`src/rtl/warn_sensor_array.sv`:
```
// warn_sensor_array: per-channel threshold monitors with debounce, hysteresis
// release and optional ack latching, plus a global OR and a saturating event count.

// One monitored channel: condition evaluation and the debounce/latch FSM.
module warn_sensor_chan #(
    parameter int WIDTH    = 32,
    parameter int DEBOUNCE = 4,
    parameter int HYST     = 2
) (
    input  logic                    clock,
    input  logic                    reset,
    input  logic signed [WIDTH-1:0] sensor,
    input  logic signed [WIDTH-1:0] threshold,
    input  logic                    mode,
    input  logic                    latch_en,
    input  logic                    ack,
    output logic                    warn_d,
    output logic                    warn_q
);
    localparam int CW = $clog2(DEBOUNCE + 1);
    localparam int XW = WIDTH + 2;
    localparam logic [CW-1:0]        CNT_MAX = CW'(DEBOUNCE);
    localparam logic signed [XW-1:0] HYST_X  = XW'(HYST);

    typedef enum logic [2:0] {S_OK, S_PEND, S_WARN, S_REL, S_HOLD} state_e;

    state_e               state_q, state_d;
    logic [CW-1:0]        cnt_q, cnt_d;
    logic signed [XW-1:0] sen_x, thr_x;
    logic                 bad, clr, release_now;

    // Widen both operands by two bits so threshold +/- HYST never wraps.
    always_comb begin
        sen_x = {{2{sensor[WIDTH-1]}}, sensor};
        thr_x = {{2{threshold[WIDTH-1]}}, threshold};
        if (mode) begin
            bad = sen_x > thr_x;
            clr = sen_x <= (thr_x - HYST_X);
        end else begin
            bad = sen_x < thr_x;
            clr = sen_x >= (thr_x + HYST_X);
        end
    end

    // State, debounce counter and registered warn.
    always_ff @(posedge clock) begin
        if (!reset) begin
            state_q <= S_OK;
            cnt_q   <= '0;
            warn_q  <= 1'b0;
        end else begin
            state_q <= state_d;
            cnt_q   <= cnt_d;
            warn_q  <= warn_d;
        end
    end

    // Next state: debounce into WARN, debounce out through REL, optional HOLD.
    always_comb begin
        state_d     = state_q;
        cnt_d       = cnt_q;
        release_now = 1'b0;
        case (state_q)
            S_OK: begin
                cnt_d = '0;
                if (bad) begin
                    if (DEBOUNCE == 1) begin
                        state_d = S_WARN;
                    end else begin
                        state_d = S_PEND;
                        cnt_d   = CW'(1);
                    end
                end
            end
            S_PEND: begin
                if (!bad) begin
                    state_d = S_OK;
                    cnt_d   = '0;
                end else if (cnt_q + CW'(1) == CNT_MAX) begin
                    state_d = S_WARN;
                    cnt_d   = '0;
                end else begin
                    cnt_d = cnt_q + CW'(1);
                end
            end
            S_WARN: begin
                cnt_d = '0;
                if (clr) begin
                    if (DEBOUNCE == 1) begin
                        release_now = 1'b1;
                    end else begin
                        state_d = S_REL;
                        cnt_d   = CW'(1);
                    end
                end
            end
            S_REL: begin
                if (!clr) begin
                    state_d = S_WARN;
                    cnt_d   = '0;
                end else if (cnt_q + CW'(1) == CNT_MAX) begin
                    release_now = 1'b1;
                end else begin
                    cnt_d = cnt_q + CW'(1);
                end
            end
            S_HOLD: begin
                cnt_d = '0;
                if (ack) state_d = clr ? S_OK : S_WARN;
            end
            default: begin
                state_d = S_OK;
                cnt_d   = '0;
            end
        endcase
        // latch_en only matters at the instant the release completes
        if (release_now) begin
            cnt_d   = '0;
            state_d = latch_en ? S_HOLD : S_OK;
        end
    end

    // Warn is high in every state past the assert debounce.
    always_comb begin
        warn_d = (state_d == S_WARN) || (state_d == S_REL) || (state_d == S_HOLD);
    end
endmodule

module warn_sensor_array #(
    parameter int WIDTH    = 32,
    parameter int CHANNELS = 4,
    parameter int DEBOUNCE = 4,
    parameter int HYST     = 2,
    parameter int CNT_W    = 16
) (
    input  logic                      clock,
    input  logic                      reset,
    input  logic [CHANNELS*WIDTH-1:0] sensor,
    input  logic [CHANNELS*WIDTH-1:0] threshold,
    input  logic [CHANNELS-1:0]       mode,
    input  logic [CHANNELS-1:0]       latch_en,
    input  logic [CHANNELS-1:0]       ack,
    output logic [CHANNELS-1:0]       warn,
    output logic                      any_warn,
    output logic [CNT_W-1:0]          event_count
);
    localparam int SW = CNT_W + $clog2(CHANNELS + 1);
    localparam logic [SW-1:0] SAT = {{(SW-CNT_W){1'b0}}, {CNT_W{1'b1}}};

    logic [CHANNELS-1:0] warn_d, warn_q;
    logic                any_warn_q, any_warn_d;
    logic [CNT_W-1:0]    event_count_q, event_count_d;
    logic [SW-1:0]       sum;

    for (genvar i = 0; i < CHANNELS; i++) begin : g_chan
        warn_sensor_chan #(
            .WIDTH(WIDTH), .DEBOUNCE(DEBOUNCE), .HYST(HYST)
        ) u_chan (
            .clock    (clock),
            .reset    (reset),
            .sensor   (sensor[i*WIDTH +: WIDTH]),
            .threshold(threshold[i*WIDTH +: WIDTH]),
            .mode     (mode[i]),
            .latch_en (latch_en[i]),
            .ack      (ack[i]),
            .warn_d   (warn_d[i]),
            .warn_q   (warn_q[i])
        );
    end

    // Global flag from next-state warns; count every 0->1 rise, saturating.
    always_comb begin
        any_warn_d = |warn_d;
        sum        = SW'(event_count_q);
        for (int i = 0; i < CHANNELS; i++) begin
            sum = sum + SW'(warn_d[i] & ~warn_q[i]);
        end
        event_count_d = (sum > SAT) ? {CNT_W{1'b1}} : sum[CNT_W-1:0];
    end

    // Global flag and event counter registers.
    always_ff @(posedge clock) begin
        if (!reset) begin
            any_warn_q    <= 1'b0;
            event_count_q <= '0;
        end else begin
            any_warn_q    <= any_warn_d;
            event_count_q <= event_count_d;
        end
    end

    assign warn        = warn_q;
    assign any_warn    = any_warn_q;
    assign event_count = event_count_q;
endmodule

```
`config.mk`:
```
export PLATFORM = sky130hd
export DESIGN_NAME = warn_sensor_array
export DESIGN_NICKNAME = d
export VERILOG_FILES = /design/src/rtl/warn_sensor_array.sv
export SDC_FILE = /design/constraint.sdc
export NUM_CORES = 1
export LEC_CHECK = 0
export ABC_AREA = 1
export ABC_CLOCK_PERIOD_IN_PS = 7850
export CAP_MARGIN = 20
export CORE_AREA = 2 2 180 182
export CTS_CLUSTER_DIAMETER = 40
export DETAILED_ROUTE_END_ITERATION = 10
export DIE_AREA = 0 0 182 184
export PLACE_DENSITY_LB_ADDON = 0.25
export SETUP_SLACK_MARGIN = 0.15
export SLEW_MARGIN = 40
export SYNTH_ARGS = -nofsm -noshare
export SYNTH_HDL_FRONTEND = slang
export SYNTH_SLANG_ARGS = --single-unit
```
`constraint.sdc`:
```
create_clock -name clock -period 7.85 [get_ports clock]
set_clock_uncertainty 0.05 [all_clocks]
set_input_delay 0.785 -clock clock [delete_from_list [all_inputs] [get_ports clock]]
set_output_delay 0.785 -clock clock [all_outputs]
set_load 0.02 [all_outputs]
```
# Word-level counts from Yosys, hierarchy flattened
# Cells that the tools add are included.
word_totals:
  word_cells: 198
  inputBits: 270
  ff_bits: 45
  out_inout_bits: 21
op_classes:
  bitwise: 9
  n_reduce_logical: 17
  magnitude_cmp: 17
  addsub: 16
  n_eq_ne: 36
  n_mux: 89
ops:
  columns: ["op", "count"]
  rows:
  - ["3-bit two-way mux", 48]
  - ["32-bit by 3-bit adder with 33-bit output, second input constant", 4]
  - ["32-bit by 33-bit >= comparator with 1-bit output", 4]
  - ["32-bit by 33-bit less-or-equal comparator with 1-bit output", 4]
  - ["32-bit by 3-bit subtractor with 33-bit output, second input constant", 4]
  - ["32-bit greater-than comparator", 4]
  - ["32-bit < comparator", 4]
  - ["1-bit by 19-bit AND with 19-bit output", 4]
  - ["1-bit NOT with 19-bit output", 4]
  - ["3-bit one-hot mux with 5 select lines", 4]
  - ["19-bit adder", 3]
  - ["3-bit by 2-bit equality test with 1-bit output, second input constant", 16]
  - ["3-bit one-hot mux with 4 select lines", 4]
  - ["3-bit equality test, second input constant", 12]
  - ["1-bit two-way mux", 28]
  - ["16-bit by 19-bit adder with 19-bit output", 1]
  - ["19-bit by 16-bit greater-than comparator with 1-bit output, second input constant", 1]
  - ["16-bit two-way mux", 1]
  - ["3-bit by 1-bit adder with 3-bit output, second input constant", 4]
  - ["3-bit by 1-bit equality test with 1-bit output, second input constant", 4]
  - ["3-bit zero test", 4]
  - ["3-bit inequality test, second input constant", 4]
  - ["1-bit logical OR", 8]
  - ["2-bit two-way mux", 4]
  - ["3 further kinds", 6]

# Logic depth before layout (Yosys ltp)
logic_depth:
  depth_word: 17
  ltp_mapped: 49
  ltp_nobuf: 49

# Cells and area by module
# Synthesis repeated with hierarchy kept, for this count alone.
hier_totals:
  cells_unflattened: 2824
  area_unflattened_um2: 17625.7
modules_own_cells:
  columns: ["module", "cells_each", "n_inst", "area_each_um2", "seq_area_each_um2"]
  rows:
  - ["warn_sensor_chan (g_chan[0].u_chan ...)", 672, 2, 4167.7, 140.1]
  - ["warn_sensor_chan (g_chan[3].u_chan)", 670, 1, 4157.7, 140.1]
  - ["warn_sensor_chan (g_chan[1].u_chan)", 674, 1, 4136.5, 140.1]
  - ["warn_sensor_array", 136, 1, 996.0, 340.3]

# Least setup slack after synthesis
# No wires, ideal clock.
synth_path:
  path_kind: "input-to-reg"
  from: "input threshold[33]"
  to: "register event_count_q[0] (netlist: event_count[0])"
  setup_time_ps: 133
  n_path_buf: 1
  setup_slack_ps: 1263
  arrival_ps: 6405
  t_required_ps: 7667
  path_stages: 43
  cell_sequence: "ha_1 -> nand3_1 -> nor2_1 -> nand4_1 -> nor2_1 -> nand4_1 -> nor4_1 -> nand4_1 -> nor2_1 -> nand3_1 -> xor2_1 -> ha_1 -> nand2_1 -> nor2_1 -> nand2_1 -> nor2_1 -> nand3_1 -> nand2_1 -> (+7 left out) -> o21ai_0 -> a21oi_1 -> or2_2 -> fa_1 -> inv_1 -> fa_1 -> fa_1 -> nand2_1 -> nor2_1 -> nand3_1 -> nor2_1 -> nand4_1 -> nor2_1 -> nand2_1 -> nor2_1 -> nand3_1 -> clkbuf_1 -> a21oi_1"
synth_between:
  elab_chain_len: 16
  word_cells_on_any_way: 29
  classes_between: "5 x add/sub; 5 x order compare; 3 x eq/ne; 13 x mux; 1 x bitwise; 2 x reduce/logical"
synth_lines:
  columns: ["element", "line_no", "text"]
  rows:
  - ["start: declaration", "139", "input logic [CHANNELS*WIDTH-1:0] threshold,"]
  - ["32-bit by 3-bit adder with 33-bit output / 32-bit by 3-bit subtractor with 33-bit output (equally long branches)", "41, 38", null]
  - ["32-bit by 33-bit >= comparator with 1-bit output / 32-bit by 33-bit less-or-equal comparator with 1-bit output (equally long branches)", "41, 38", null]
  - ["1-bit two-way mux", "36", "if (mode) begin"]
  - ["2-bit two-way mux", "109", "if (ack) state_d = clr ? S_OK : S_WARN;"]
  - ["3-bit two-way mux", "109", null]
  - ["3-bit one-hot mux with 5 select lines", "63", "case (state_q)"]
  - ["3-bit two-way mux *", "117", "if (release_now) begin"]
  - ["3-bit by 2-bit equality test with 1-bit output", "125", "warn_d = (state_d == S_WARN) || (state_d == S_REL) || (state_d == S_HOLD);"]
  - ["1-bit logical OR", "125", null]
  - ["1-bit logical OR *", "125", null]
  - ["1-bit by 19-bit AND with 19-bit output *", "176", "sum = sum + SW'(warn_d[i] & ~warn_q[i]);"]
  - ["19-bit adder * (3 in a row)", "176", null]
  - ["19-bit by 16-bit greater-than comparator with 1-bit output", "178", "event_count_d = (sum > SAT) ? {CNT_W{1'b1}} : sum[CNT_W-1:0];"]
  - ["16-bit two-way mux *", "178", null]
  - ["end signal: assignment", "188", "event_count_q <= event_count_d;"]
  - ["end: declaration", "152", "logic [CNT_W-1:0] event_count_q, event_count_d;"]
# Every way passes the cells marked *; elsewhere a longest branch is shown, timed or not.
# A chain may end at the register's enable or synchronous reset.

# Final worst setup path
layout_path:
  from: "input threshold[98]"
  to: "register event_count_q[13] (netlist: event_count[13])"
layout_between:
  elab_chain_len: 14
  word_cells_on_any_way: 27
  classes_between: "3 x add/sub; 5 x order compare; 3 x eq/ne; 13 x mux; 1 x bitwise; 2 x reduce/logical"
layout_lines:
  columns: ["element", "line_no"]
  rows:
  - ["32-bit by 3-bit adder with 33-bit output / 32-bit by 3-bit subtractor with 33-bit output (equally long branches)", "41, 38"]
  - ["32-bit by 33-bit >= comparator with 1-bit output / 32-bit by 33-bit less-or-equal comparator with 1-bit output (equally long branches)", "41, 38"]
  - ["1-bit two-way mux", "36"]
  - ["2-bit two-way mux", "109"]
  - ["3-bit two-way mux", "109"]
  - ["3-bit one-hot mux with 5 select lines", "63"]
  - ["3-bit two-way mux *", "117"]
  - ["3-bit by 2-bit equality test with 1-bit output", "125"]
  - ["1-bit logical OR", "125"]
  - ["1-bit logical OR *", "125"]
  - ["1-bit by 19-bit AND with 19-bit output *", "176"]
  - ["19-bit adder *", "176"]
  - ["19-bit by 16-bit greater-than comparator with 1-bit output", "178"]
  - ["16-bit two-way mux *", "178"]
# Marks and branches as above.

==> summary.md <==
| Metric | Value |
|---|---|
| Placed Cells | `roughly 3400` |
| # setup viols final | `0` |
| DR vias/cell | `5.51` |
| CP max stage delay | `0.49 ns` |
| Kind of critical path | `primary input to flip-flop` |
| Synth cell types | `50` |
| Post-Syn Nets | `3416` |
| EDFF count, synth | `0` |
| Asr flop ratio synth | `0%` |
| RSZ-0062 raised after global routing | `no` |
| Post-synthesis mux area share | `0%` |
| Sequential area share after synthesis | `5.28%` |
| Post-synthesis compound-gate area fraction | `approximately a tenth` |
| P_sw | `0.626 mW` |
| Clk buf depth | `2` |
| Maximum vdd ir drop | `0.0856 mV` |
| Simple-gate share of the synthesized area | `34.7%` |
| Clock network fraction of total power | `15.3%` |
| CTS tree | `yes` |
| CP Capture Type | `flip-flop` |
| Antenna Nets Post-Route | `0` |
| Clock transition at path regs | `roughly 0.060 ns` |
| Adder-cell share of the synthesized area | `between 20% and 30%` |
| F_max | `0.136 GHz` |
| # DRC | `0` |
| Outcome | `completed` |
| Post-Synthesis Cell Area | `around 17000 sq um` |
| Post-Synth XOR/XNOR Area | `a little over a tenth` |
| I/O Buffers | `290` |
| Sw frac | `a little under half` |
| # fillers | `roughly 2900` |
| Clock Latency Late Sink | `0.29 ns` |
| Via count | `roughly 19000` |
| Commonest non-fill, non-tap cell in the layout | `nand2_1` |
| IO Count | `291` |
| # rows | `65` |
| Starting Density | `between 50% and 60%` |
| Die width | `182 microns` |
| Non-Filler Instances | `3440` |
| Initial antenna violation count | `3` |
| Fin. max-slew vios | `0` |
| Cells after synthesis | `approximately 2700` |
| Worst slew pin tran | `about 0.85 ns` |
| CTS Hold Bufs | `0` |
| Flop pwr share | `17.7%` |
| Vias in the first global route | `18100` |
| Worst EP required | `8.00 ns` |
| CTS buffer count | `5` |
| Hold WS | `approximately 0.5 ns` |
| Ys Warns | `0` |
| Crit Path Max Fanout | `8` |
| Clk sinks | `45` |
| Final net count | `3704` |
| Top cell family by delay on the critical path | `simple AND/OR/NAND/NOR gates` |
| Layout area overhead | `22.4%` |
| Fraction of final layout cells sized beyond drive strength 1 | `4.28%` |
| Pin count of the biggest net entering global routing | `30` |
| Pre-antenna DRT Iters | `5` |
| H-tree Lvls | `2` |
| Commonest cells after routing, fill and taps aside | `646 x nand2_1, 394 x ha_1, 369 x inv_1, 304 x nor2_1, 283 x clkdlybuf4s50_1` |
| Power Density | `65.7 nW/um^2` |
| Global-route wire length before repair | `between 80 and 90 mm` |
| Internal | `roughly 0.75 mW` |
| Dpl hpwl | `45.6 mm` |
| DRT Wirelength | `52.1 mm` |
| Final period util | `93.9%` |
| Seq cells post-synth | `45` |
| Die area | `between 30000 and 40000 sq um` |
| CP most frequent cell | `nand2_1` |
| Top_reg_cell synth | `dfxtp_1` |
| Hold WC Path Type | `flip-flop to flip-flop` |
| Total GRT Usage | `30.0%` |
| Max-cap violation count | `0` |
| Largest family of logic cells by synthesized area | `simple AND/OR/NAND/NOR gates` |
| Average wire per standard cell | `15.1 microns` |
| CORE AREA | `31400 sq um` |
| Final-report hold violation count | `0` |
| Clk root buf | `clkbuf_16` |
| Grt total ovfl | `0` |
| Arrival time worst endpoint | `7.52 ns` |
| CP max-delay cell | `clkdlybuf4s50_1` |
| 1st-iter DRT viols | `1056` |
| Die height | `184 microns` |
| Post-synthesis average cell area | `6.21 sq um` |
| Comb pwr share | `67.0%` |
| Routability cong. | `1.02` |
| P_leak | `10.4 nW` |
| CP startpoint kind | `primary input` |
| Buf+Inv Stages, Crit Path | `4` |
| Worst-case headroom to the max-slew limit | `around 43%` |
| Min Tclk post-route | `7.37 ns` |
## cell families after synthesis
family,after synthesis
and+or+nand+nor,1345
buffers and inverters,421
adders and majority gates,400
AOI/OAI and AO/OA,326
xor gates and xnor gates,209
DFF,45
## worst reg2reg max path: cells and delay by family, from the launching register on
family / cells / cell delay, ns
xor+xnor: 1 / 0.14
flops: 1 / 0.34
simple gates: 13 / 2.03
compound gates: 3 / 0.31
fa+ha+maj: 4 / 1.10
buf+inv: 3 / 0.35
## path summary, 6_finish.rpt
| kind | startpoint | end | slack (ns) | depth (start not counted) |
|---|---|---|---|---|
| min | event_count[3]$_SDFF_PN0_ | event_count[3]$_SDFF_PN0_ | 0.50 | 2 |
| min reg2reg | event_count[3]$_SDFF_PN0_ | event_count[3]$_SDFF_PN0_ | 0.50 | 2 |
| max | threshold[98] | event_count[13]$_SDFF_PN0_ | 0.48 | 45 |
| max reg2reg | g_chan[1].u_chan.cnt_q[0]$_SDFFE_PP0P_ | event_count[13]$_SDFF_PN0_ | 3.45 | 24 |
## per-stage QoR
step	instance area (sq um)	setup slack [ns]	utilization (%)	setup TNS, ns	power (mW)
after floorplan	17100	1.26	-	0	0.800
after global placement	20400	0.0598	64.9	0	1.12
after detailed placement	20400	-0.164	64.9	-1.12	1.15
after CTS	20500	0.211	65.4	0	1.36
after global routing	20900	0.0225	66.5	0	1.52
final	20900	0.482	66.5	0	1.37
## flip-flops by register name, indices dropped and copies added, names as in the netlist
register,cells
event_count,16
g_chan.u_chan.cnt_q,12
g_chan.u_chan.state_q,12
g_chan.u_chan.warn_q,4
any_warn,1
## power groups by stage
stage / Sequential (mW) / Combinational (mW) / Clock, mW
3_3_place_gp: 0.248 / 0.876 / 0
2_1_floorplan: 0.246 / 0.554 / 0
3_5_place_dp: 0.248 / 0.901 / 0
6_report: 0.243 / 0.920 / 0.210
5_1_grt: 0.244 / 1.05 / 0.224
4_1_cts: 0.243 / 0.907 / 0.212
## cells in the mapped netlist (2+ instances only)
| cell | instances | area, sq um |
|---|---|---|
| nor3_1 | 71 | 355 |
| o21bai_1 | 3 | 22.5 |
| or2_2 | 3 | 18.8 |
| a31oi_1 | 9 | 56.3 |
| nand3_2 | 6 | 60.1 |
| nand4_1 | 74 | 463 |
| nor3_4 | 4 | 65.1 |
| nor4_2 | 4 | 50.1 |
| a21oi_1 | 203 | 1020 |
| clkbuf_1 | 26 | 97.6 |
| nand3_1 | 143 | 716 |
| a21o_1 | 12 | 90.1 |
| inv_2 | 10 | 37.5 |
| ha_1 | 397 | 4970 |
| a211oi_1 | 4 | 30.0 |
| xnor2_1 | 16 | 140 |
| nor2_2 | 8 | 50.1 |
| and2_1 | 2 | 12.5 |
| dfxtp_1 | 45 | 901 |
| inv_1 | 370 | 1390 |
| clkinv_1 | 5 | 18.8 |
| o31ai_1 | 3 | 22.5 |
| a21boi_0 | 2 | 15.0 |
| nor2_4 | 5 | 56.3 |
| o21ai_0 | 65 | 325 |
| nand2_1 | 648 | 2430 |
| o21a_1 | 14 | 105 |
| and3_1 | 3 | 18.8 |
| buf_4 | 6 | 45.0 |
| nor2_1 | 320 | 1200 |
| o211ai_1 | 4 | 30.0 |
| o22ai_1 | 2 | 12.5 |
| nor4_1 | 33 | 206 |
| nor3_2 | 13 | 130 |
| o21ai_1 | 2 | 10.0 |
| xor2_1 | 193 | 1690 |
| fa_1 | 3 | 60.1 |
| buf_2 | 2 | 10.0 |
| nand3b_1 | 2 | 15.0 |
## metal layers
metal	global-route usage (%)	part of all wire (%)
met1	38.6	44
met4	9.74	3.1
met5	0	0
met2	52.2	46
met3	3.59	6.5
## cell type report
cell class              instances  area, sq um  area share (%)
flip-flops and latches         45          901            4.31
inverters                     385         1450            6.92
clock inverters                 3         21.3           0.102
diodes                          3         7.51          0.0360
well taps                     402          503            2.41
repair buffers                317         3130            15.0
clock buffers                   5          125           0.599
multi-input cells            2280        14700            70.6
## repair_timing
| action | 4_1_cts | 5_1_grt |
|---|---|---|
| setup endpoints to repair | 8 | 16 |
| pin swaps | 0 | 24 |
| setup buffers | 0 | 18 |
| resized for setup | 2 | 56 |
Note: power is estimated with default switching activity, not from simulation.
